===== config.mk =====
export PLATFORM = sky130hd
export DESIGN_NAME = seg7_scan_driver
export DESIGN_NICKNAME = d
export VERILOG_FILES = /design/src/rtl/seg7_scan_driver.sv
export SDC_FILE = /design/constraint.sdc
export NUM_CORES = 1
export LEC_CHECK = 0
export CORE_MARGIN = 1
export CORE_UTILIZATION = 60
export DETAILED_ROUTE_END_ITERATION = 12
export DONT_BUFFER_PORTS = 1
export PLACE_DENSITY = 0.87
export REMOVE_ABC_BUFFERS = 1
export SLEW_MARGIN = 15
export SYNTH_ARGS = -nofsm -noshare
export SYNTH_HDL_FRONTEND = slang
export SYNTH_SLANG_ARGS = --single-unit

===== constraint.sdc =====
create_clock -name clk -period 3.1 [get_ports clk]
set_input_delay 0.62 -clock clk [delete_from_list [all_inputs] [get_ports clk]]
set_output_delay 0.62 -clock clk [all_outputs]
set_load 0.01 [all_outputs]

===== src/rtl/seg7_scan_driver.sv =====
// Time-multiplexed scan controller for a 4-digit common-anode 7-segment display.
// Snapshots four digit codes per frame and scans them with a blanking gap per slot.
module seg7_scan_driver #(
  parameter int unsigned DWELL_CYCLES = 100000,
  parameter int unsigned BLANK_CYCLES = 1000
) (
  input  logic        clk,
  input  logic        rst_n,
  input  logic [19:0] digits,
  input  logic [3:0]  digit_en,
  input  logic [3:0]  dp_en,
  output logic [4:0]  digit_code,
  input  logic [6:0]  seg_in,
  output logic [6:0]  seg_n,
  output logic        dp_n,
  output logic [3:0]  an_n,
  output logic        frame_start
);

  localparam int unsigned MAX_CYC = (DWELL_CYCLES > BLANK_CYCLES) ? DWELL_CYCLES : BLANK_CYCLES;
  localparam int unsigned TW      = $clog2(MAX_CYC + 1);
  localparam logic [TW-1:0] BLANK_LAST = TW'(BLANK_CYCLES - 1);
  localparam logic [TW-1:0] DWELL_LAST = TW'(DWELL_CYCLES - 1);

  typedef enum logic {
    ST_BLANK = 1'b0,
    ST_SHOW  = 1'b1
  } state_e;

  state_e          state_q, state_d;
  logic [TW-1:0]   timer_q, timer_d;
  logic [1:0]      slot_q, slot_d;
  logic            first_q, first_d;
  logic [19:0]     digits_snap_q, digits_snap_d;
  logic [3:0]      en_snap_q, en_snap_d;
  logic [3:0]      dp_snap_q, dp_snap_d;
  logic [4:0]      digit_code_q, digit_code_d;
  logic [6:0]      seg_n_q, seg_n_d;
  logic            dp_n_q, dp_n_d;
  logic [3:0]      an_n_q, an_n_d;
  logic            frame_start_q, frame_start_d;

  // State register and registered outputs
  always_ff @(posedge clk or negedge rst_n) begin
    if (!rst_n) begin
      state_q       <= ST_BLANK;
      timer_q       <= '0;
      slot_q        <= 2'd0;
      first_q       <= 1'b1;
      digits_snap_q <= '0;
      en_snap_q     <= '0;
      dp_snap_q     <= '0;
      digit_code_q  <= '0;
      seg_n_q       <= 7'h7F;
      dp_n_q        <= 1'b1;
      an_n_q        <= 4'hF;
      frame_start_q <= 1'b0;
    end else begin
      state_q       <= state_d;
      timer_q       <= timer_d;
      slot_q        <= slot_d;
      first_q       <= first_d;
      digits_snap_q <= digits_snap_d;
      en_snap_q     <= en_snap_d;
      dp_snap_q     <= dp_snap_d;
      digit_code_q  <= digit_code_d;
      seg_n_q       <= seg_n_d;
      dp_n_q        <= dp_n_d;
      an_n_q        <= an_n_d;
      frame_start_q <= frame_start_d;
    end
  end

  // Next-state, snapshot and output logic
  always_comb begin
    state_d       = state_q;
    timer_d       = timer_q + TW'(1);
    slot_d        = slot_q;
    first_d       = 1'b0;
    digits_snap_d = digits_snap_q;
    en_snap_d     = en_snap_q;
    dp_snap_d     = dp_snap_q;
    frame_start_d = 1'b0;
    digit_code_d  = '0;
    an_n_d        = 4'hF;
    seg_n_d       = 7'h7F;
    dp_n_d        = 1'b1;

    // First cycle out of reset only takes the snapshot; the blank phase starts after it
    if (first_q) begin
      timer_d       = '0;
      frame_start_d = 1'b1;
    end else begin
      case (state_q)
        ST_BLANK: begin
          if (timer_q == BLANK_LAST) begin
            state_d = ST_SHOW;
            timer_d = '0;
          end
        end
        ST_SHOW: begin
          if (timer_q == DWELL_LAST) begin
            state_d       = ST_BLANK;
            timer_d       = '0;
            slot_d        = slot_q + 2'd1;
            frame_start_d = (slot_q == 2'd3);
          end
        end
        default: begin
          state_d = ST_BLANK;
          timer_d = '0;
        end
      endcase
    end

    if (frame_start_d) begin
      digits_snap_d = digits;
      en_snap_d     = digit_en;
      dp_snap_d     = dp_en;
    end

    // Code presented from the start of BLANK so the external decoder settles before SHOW
    case (slot_d)
      2'd0:    digit_code_d = digits_snap_d[4:0];
      2'd1:    digit_code_d = digits_snap_d[9:5];
      2'd2:    digit_code_d = digits_snap_d[14:10];
      default: digit_code_d = digits_snap_d[19:15];
    endcase

    if ((state_d == ST_SHOW) && en_snap_d[slot_d]) begin
      an_n_d  = ~(4'b0001 << slot_d);
      seg_n_d = seg_in;
      dp_n_d  = ~dp_snap_d[slot_d];
    end
  end

  assign digit_code  = digit_code_q;
  assign seg_n       = seg_n_q;
  assign dp_n        = dp_n_q;
  assign an_n        = an_n_q;
  assign frame_start = frame_start_q;

endmodule

==> Yosys cells after proc, flatten, opt, wreduce, memory -nomap -nowiden <==
Index checks and enable logic that the tools add are counted.
W data, S select, Z words.
{ "word_totals": {"reg_bits": 67, "ramBits": 0, "out_inout_bits": 18, "input_bits": 37, "mem_bits_ro": 0, "mem_count": 0, "elab_cells": 51, "latchBits": 0} }
{ "classes": {"n_bitwise": 3, "magnitude_cmp": 1, "mux": 25, "n_addsub": 2, "n_shift": 1, "n_eq_ne": 5, "n_div": 0, "n_mul": 0, "n_reduce_logical": 2} }
{ "op_table": {"columns": ["op", "n"], "rows": [
  ["$mux W17", 3],
  ["$pmux W17 S2", 1],
  ["$mux W20", 1],
  ["$add A17 B1 Y17 const B", 1],
  ["$eq A17 B10 Y1 const B", 1],
  ["$eq A17 B17 Y1 const B", 1],
  ["$pmux W5 S3", 1],
  ["$mux W4", 3],
  ["$mux W1", 9],
  ["$mux W7", 1],
  ["$mux W2", 3],
  ["$bmux W1 S2", 2],
  ["$eq A2 B2 Y1 const B", 2],
  ["$not A4 Y4", 1],
  ["$shl A1 B2 Y4 const A", 1],
  ["$lt A2 B3 Y1 const B", 1],
  ["$add A2 B1 Y2 const B", 1],
  ["$eq A2 B1 Y1 const B", 1],
  ["$logic_not A2 Y1", 1],
  ["$not A1 Y1", 2],
  ["$pmux W1 S2", 1],
  ["$logic_and A1 B1 Y1", 1]
]} }

==> Depth between registers and ports, before layout <==
{ "logic_depth": {"ltp_word": 9, "mapped_depth": 9, "mapped_depth_nobuf": 8} }

==> Worst setup path after synthesis <==
OpenSTA, ideal clock, no wires.
{ "synth_path": {"kind": "register to register", "from": "register timer_q[11]", "to": "register digit_code_q[0], in the netlist digit_code[0]", "stages_incl_launch_ff": 8, "synth_period_minus_slack_ns": 2.498, "arrival_time_ns": 2.371, "setup_slack_ns": 0.602, "setup_ns": 0.127, "path_buffers": 1, "required_ns": 2.973, "cell_sequence": "dfrtp_1 -> or4_4 -> or2_4 -> nor3_4 -> mux2i_1 -> buf_6 -> mux2i_1 -> mux2i_1"} }
{ "synth_via": {"elab_chain_len": 6, "elab_cells_between_ends": 12, "cone_classes": "eq/ne (3); mux (8); reduce/logical (1)"} }
{ "synth_lines": {"columns": ["element", "line", "source"], "rows": [
  ["start: declaration", "31", "logic [TW-1:0] timer_q, timer_d;"],
  ["start signal: assignment", "60", "timer_q <= timer_d;"],
  ["$eq A17 B17 Y1 *", "102", "if (timer_q == DWELL_LAST) begin"],
  ["$mux W2 / $mux W1 (equally long branches)", "102", null],
  ["$mux W2 / $mux W1 (equally long branches)", "94", "case (state_q)"],
  ["$mux W2 / $mux W1 (equally long branches)", "90", "if (first_q) begin"],
  ["$eq A2 B2 Y1 (tied with other cells)", "123", "case (slot_d)"],
  ["$pmux W5 S3 *", "123", null],
  ["via digit_code_d[0]", "37", "logic [4:0] digit_code_q, digit_code_d;"],
  ["end signal: assignment", "66", "digit_code_q <= digit_code_d;"],
  ["end: declaration", "37", null]
]} }
Mark *: on every way through the listed nets, which the timed path passes. The rest lies on a longest branch.

==> Worst setup path after layout <==
Same ends and word-level chain as after synthesis.

==> impl_metrics.ini <==
[setup_path]
worstSetupPathType = register to register
rrSetupSlack_ns = 0.51
reg2reg_depth = 7
cp-end-kind = register
regToRegEndpoint = digit_code[0]
arrival_ns = 2.81
startpoint_type = register
crit_fanout = 12
reg2reg_from = timer_q[11]
worstPathRequired_ns = 3.31

[floorplanning]
fp.dieH_um = 74.9
core_area_um2 = 5110
chipWidth_um = 74.9
rows = 26
fp.dieArea_um2 = 5610
ioPinCount = 55
start_util_pct = 62.4

[detailed_routing]
wl_per_cell_um = 17.8
vias = 2061
drc = 0
ant_nets = 0
drt_first_pass_iters = 4
routed_wl_mm = 6.27
drt_iter0_drc = 205
drt-vias-per-instance = 5.86

[clock_network]
cts-root-buf = clkbuf_8
cts.repair.resized = 0
cts_num_sinks = 67
ctsHoldBuffers = 1
ctsLongestPathBuffers = 2
cts_buffers = 9
postCtsSetupRepairBufs = 0
cts.clk_slew.worst_paths_ns = 0.08
cts_tree = done
htreeDepth = 3
clkLatencyLatePin_ns = 0.35

[layout]
drive_gt1_share_pct = 29.4
final_cells = 352
antennaDiodeCount = 0
areaGrowthSynthToFinish_pct = 10.0
fin_nets = 316

[logic_synthesis]
syn-cell-area_um2 = 3190
ys_seq_elements = 67
syn_inst = 269
yosysWarnings = 0
ys_seq_area_share_pct = 53.1
synth.top_cell.area_share_pct = 42.4
synthTopCellsByArea = dfrtp_1, dfstp_2, mux2_2
synth_cell_types = 52
avgSynthCellArea_um2 = 11.9
synth.largest_area_cell = dfrtp_1

[hold_path]
worstHoldPathType = input pin to asynchronous set/reset pin

[sta]
period_share_pct = 83.7
fin_ws_ns = 0.506
min_period_ns = 2.59
slew_violations = 0
finClkSkew_ns = 0.00821
hold_viol = 0
grt_setup_unrepaired = no
final.setup.tns_ns = 0
fmax_mhz = 386
timing.slew.headroom_pct = 65.4
worstMarginPinSlew_ns = 0.519
final-setup-viol-count = 0

[place]
post-place-ws_ns = 0.557
gp_congestion = 0.803
dp_cells = 335
port-buffer-count = 0
hpwl_mm = 4.29

[global_routing]
grt_start_max_net_pins = 55
antenna_found_initial = 0
grt_pass1_wl_mm = 9.92
track_usage_pct = 24.8
grt_overflow = 0
grt_pass1_vias = 2100

[pwr]
power_w = 0.00186
leakagePower_nw = 1.53
vdd_drop_max_uv = 408
p_per_area_nw_per_um2 = 530

[outcome]
status = finished, final reports clean

[job]
cap_viol_max_count = 0
## metal layers
| layer | share of wire [%] | global-route usage [%] |
|---|---|---|
| met3 | 7.2 | 9.10 |
| met1 | 41 | 29.3 |
| met2 | 51 | 40.4 |
| met4 | 1.3 | 11.3 |
| met5 | 0 | 0 |
## synthesized netlist by cell type (all sizes together)
master   count
nand3        7
mux2        25
nand2b       1
or4          2
a41oi        1
a31oi        1
nand2        9
a211oi       3
a22oi        2
a311oi       1
a221oi       1
xor2         7
nor3         6
a21o         2
or3          1
o21ai       18
and3         3
nor2        31
a21oi        2
and2         1
or3b         1
ha           2
xnor2        8
or2          4
nor4         1
buf          7
inv         11
nor2b        3
mux4         1
dfrtp       54
a221o        2
clkbuf       3
nand4        5
o2111ai      2
o31ai        4
dfstp       13
conb         1
mux2i       20
nor4b        2
and4         1
## cells by family after synthesis
| group | synth area share (%) |
|---|---|
| multiplexers | 15.8 |
| flip-flops | 53.1 |
| XOR/XNOR | 4.12 |
| AO/OA/AOI/OAI | 9.69 |
| other | 0.118 |
| buffers and inverters | 3.22 |
| AND/OR/NAND/NOR | 13.2 |
| adder cells (fa/ha/maj) | 0.784 |
## flip-flops by register name (all words and copies together) (netlist names), 2 cells and up
register and flops:
en_snap_q 4, digits_snap_q 20, seg_n 7, digit_code 5, dp_snap_q 4, timer_q 17
an_n 4, slot_q 2
## layout make-up
class                   instances  area, um^2
inverters                      11        41.3
clock inverters                 6        90.1
well taps                      70        87.6
repair buffers                  7        72.6
flip-flops and latches         67        1690
multi-input cells             181        1400
clock buffers                  10         128
fillers                       359        1600
## worst max-delay path: stages (launching register included)
cell and delay, ns:
dfrtp_1 0.45, or4_4 0.62, or2_4 0.30, nor3_4 0.22
mux2i_2 0.22, buf_4 0.27, mux2i_1 0.26, mux2i_1 0.11
## stage by stage
stage	utilization, %	instance area [um^2]	hold slack, ns
2_1_floorplan	-	3130	0.324
3_3_place_gp	63.9	3260	0.327
3_5_place_dp	63.9	3260	0.327
4_1_cts	68.7	3510	0.0965
5_1_grt	68.7	3510	0.0877
6_report	68.7	3510	0.106
## worst max-delay path by stage
stage | from | end | slack (ns) | cells past startpoint
floorplan | timer_q[11] | an_n[2] | 0.05 | 6
CTS | timer_q[11] | digit_code[0] | 0.51 | 7
global placement | timer_q[11] | seg_n[2] | 0.60 | 8
global route | timer_q[1] | an_n[1] | 0.25 | 8
detailed placement | timer_q[0] | an_n[1] | 0.56 | 8
finish | timer_q[11] | digit_code[0] | 0.51 | 7
## where the power goes
group / total [W] / switching [W] / internal (W)
clock network: 0.000787 / 0.000333 / 0.000454
registers: 0.000946 / 0.0000241 / 0.000922
logic: 0.000127 / 0.0000675 / 0.0000592
## layout by cell type (no fill, tap or decap), drive strengths merged, types with 8 or more instances in the layout
master,n
clkbuf,10
dfstp,13
dfrtp,54
o21ai,18
nor2,31
nand2,9
xnor2,8
mux2,25
mux2i,20
inv,11
(Power assumes the default switching activity.)
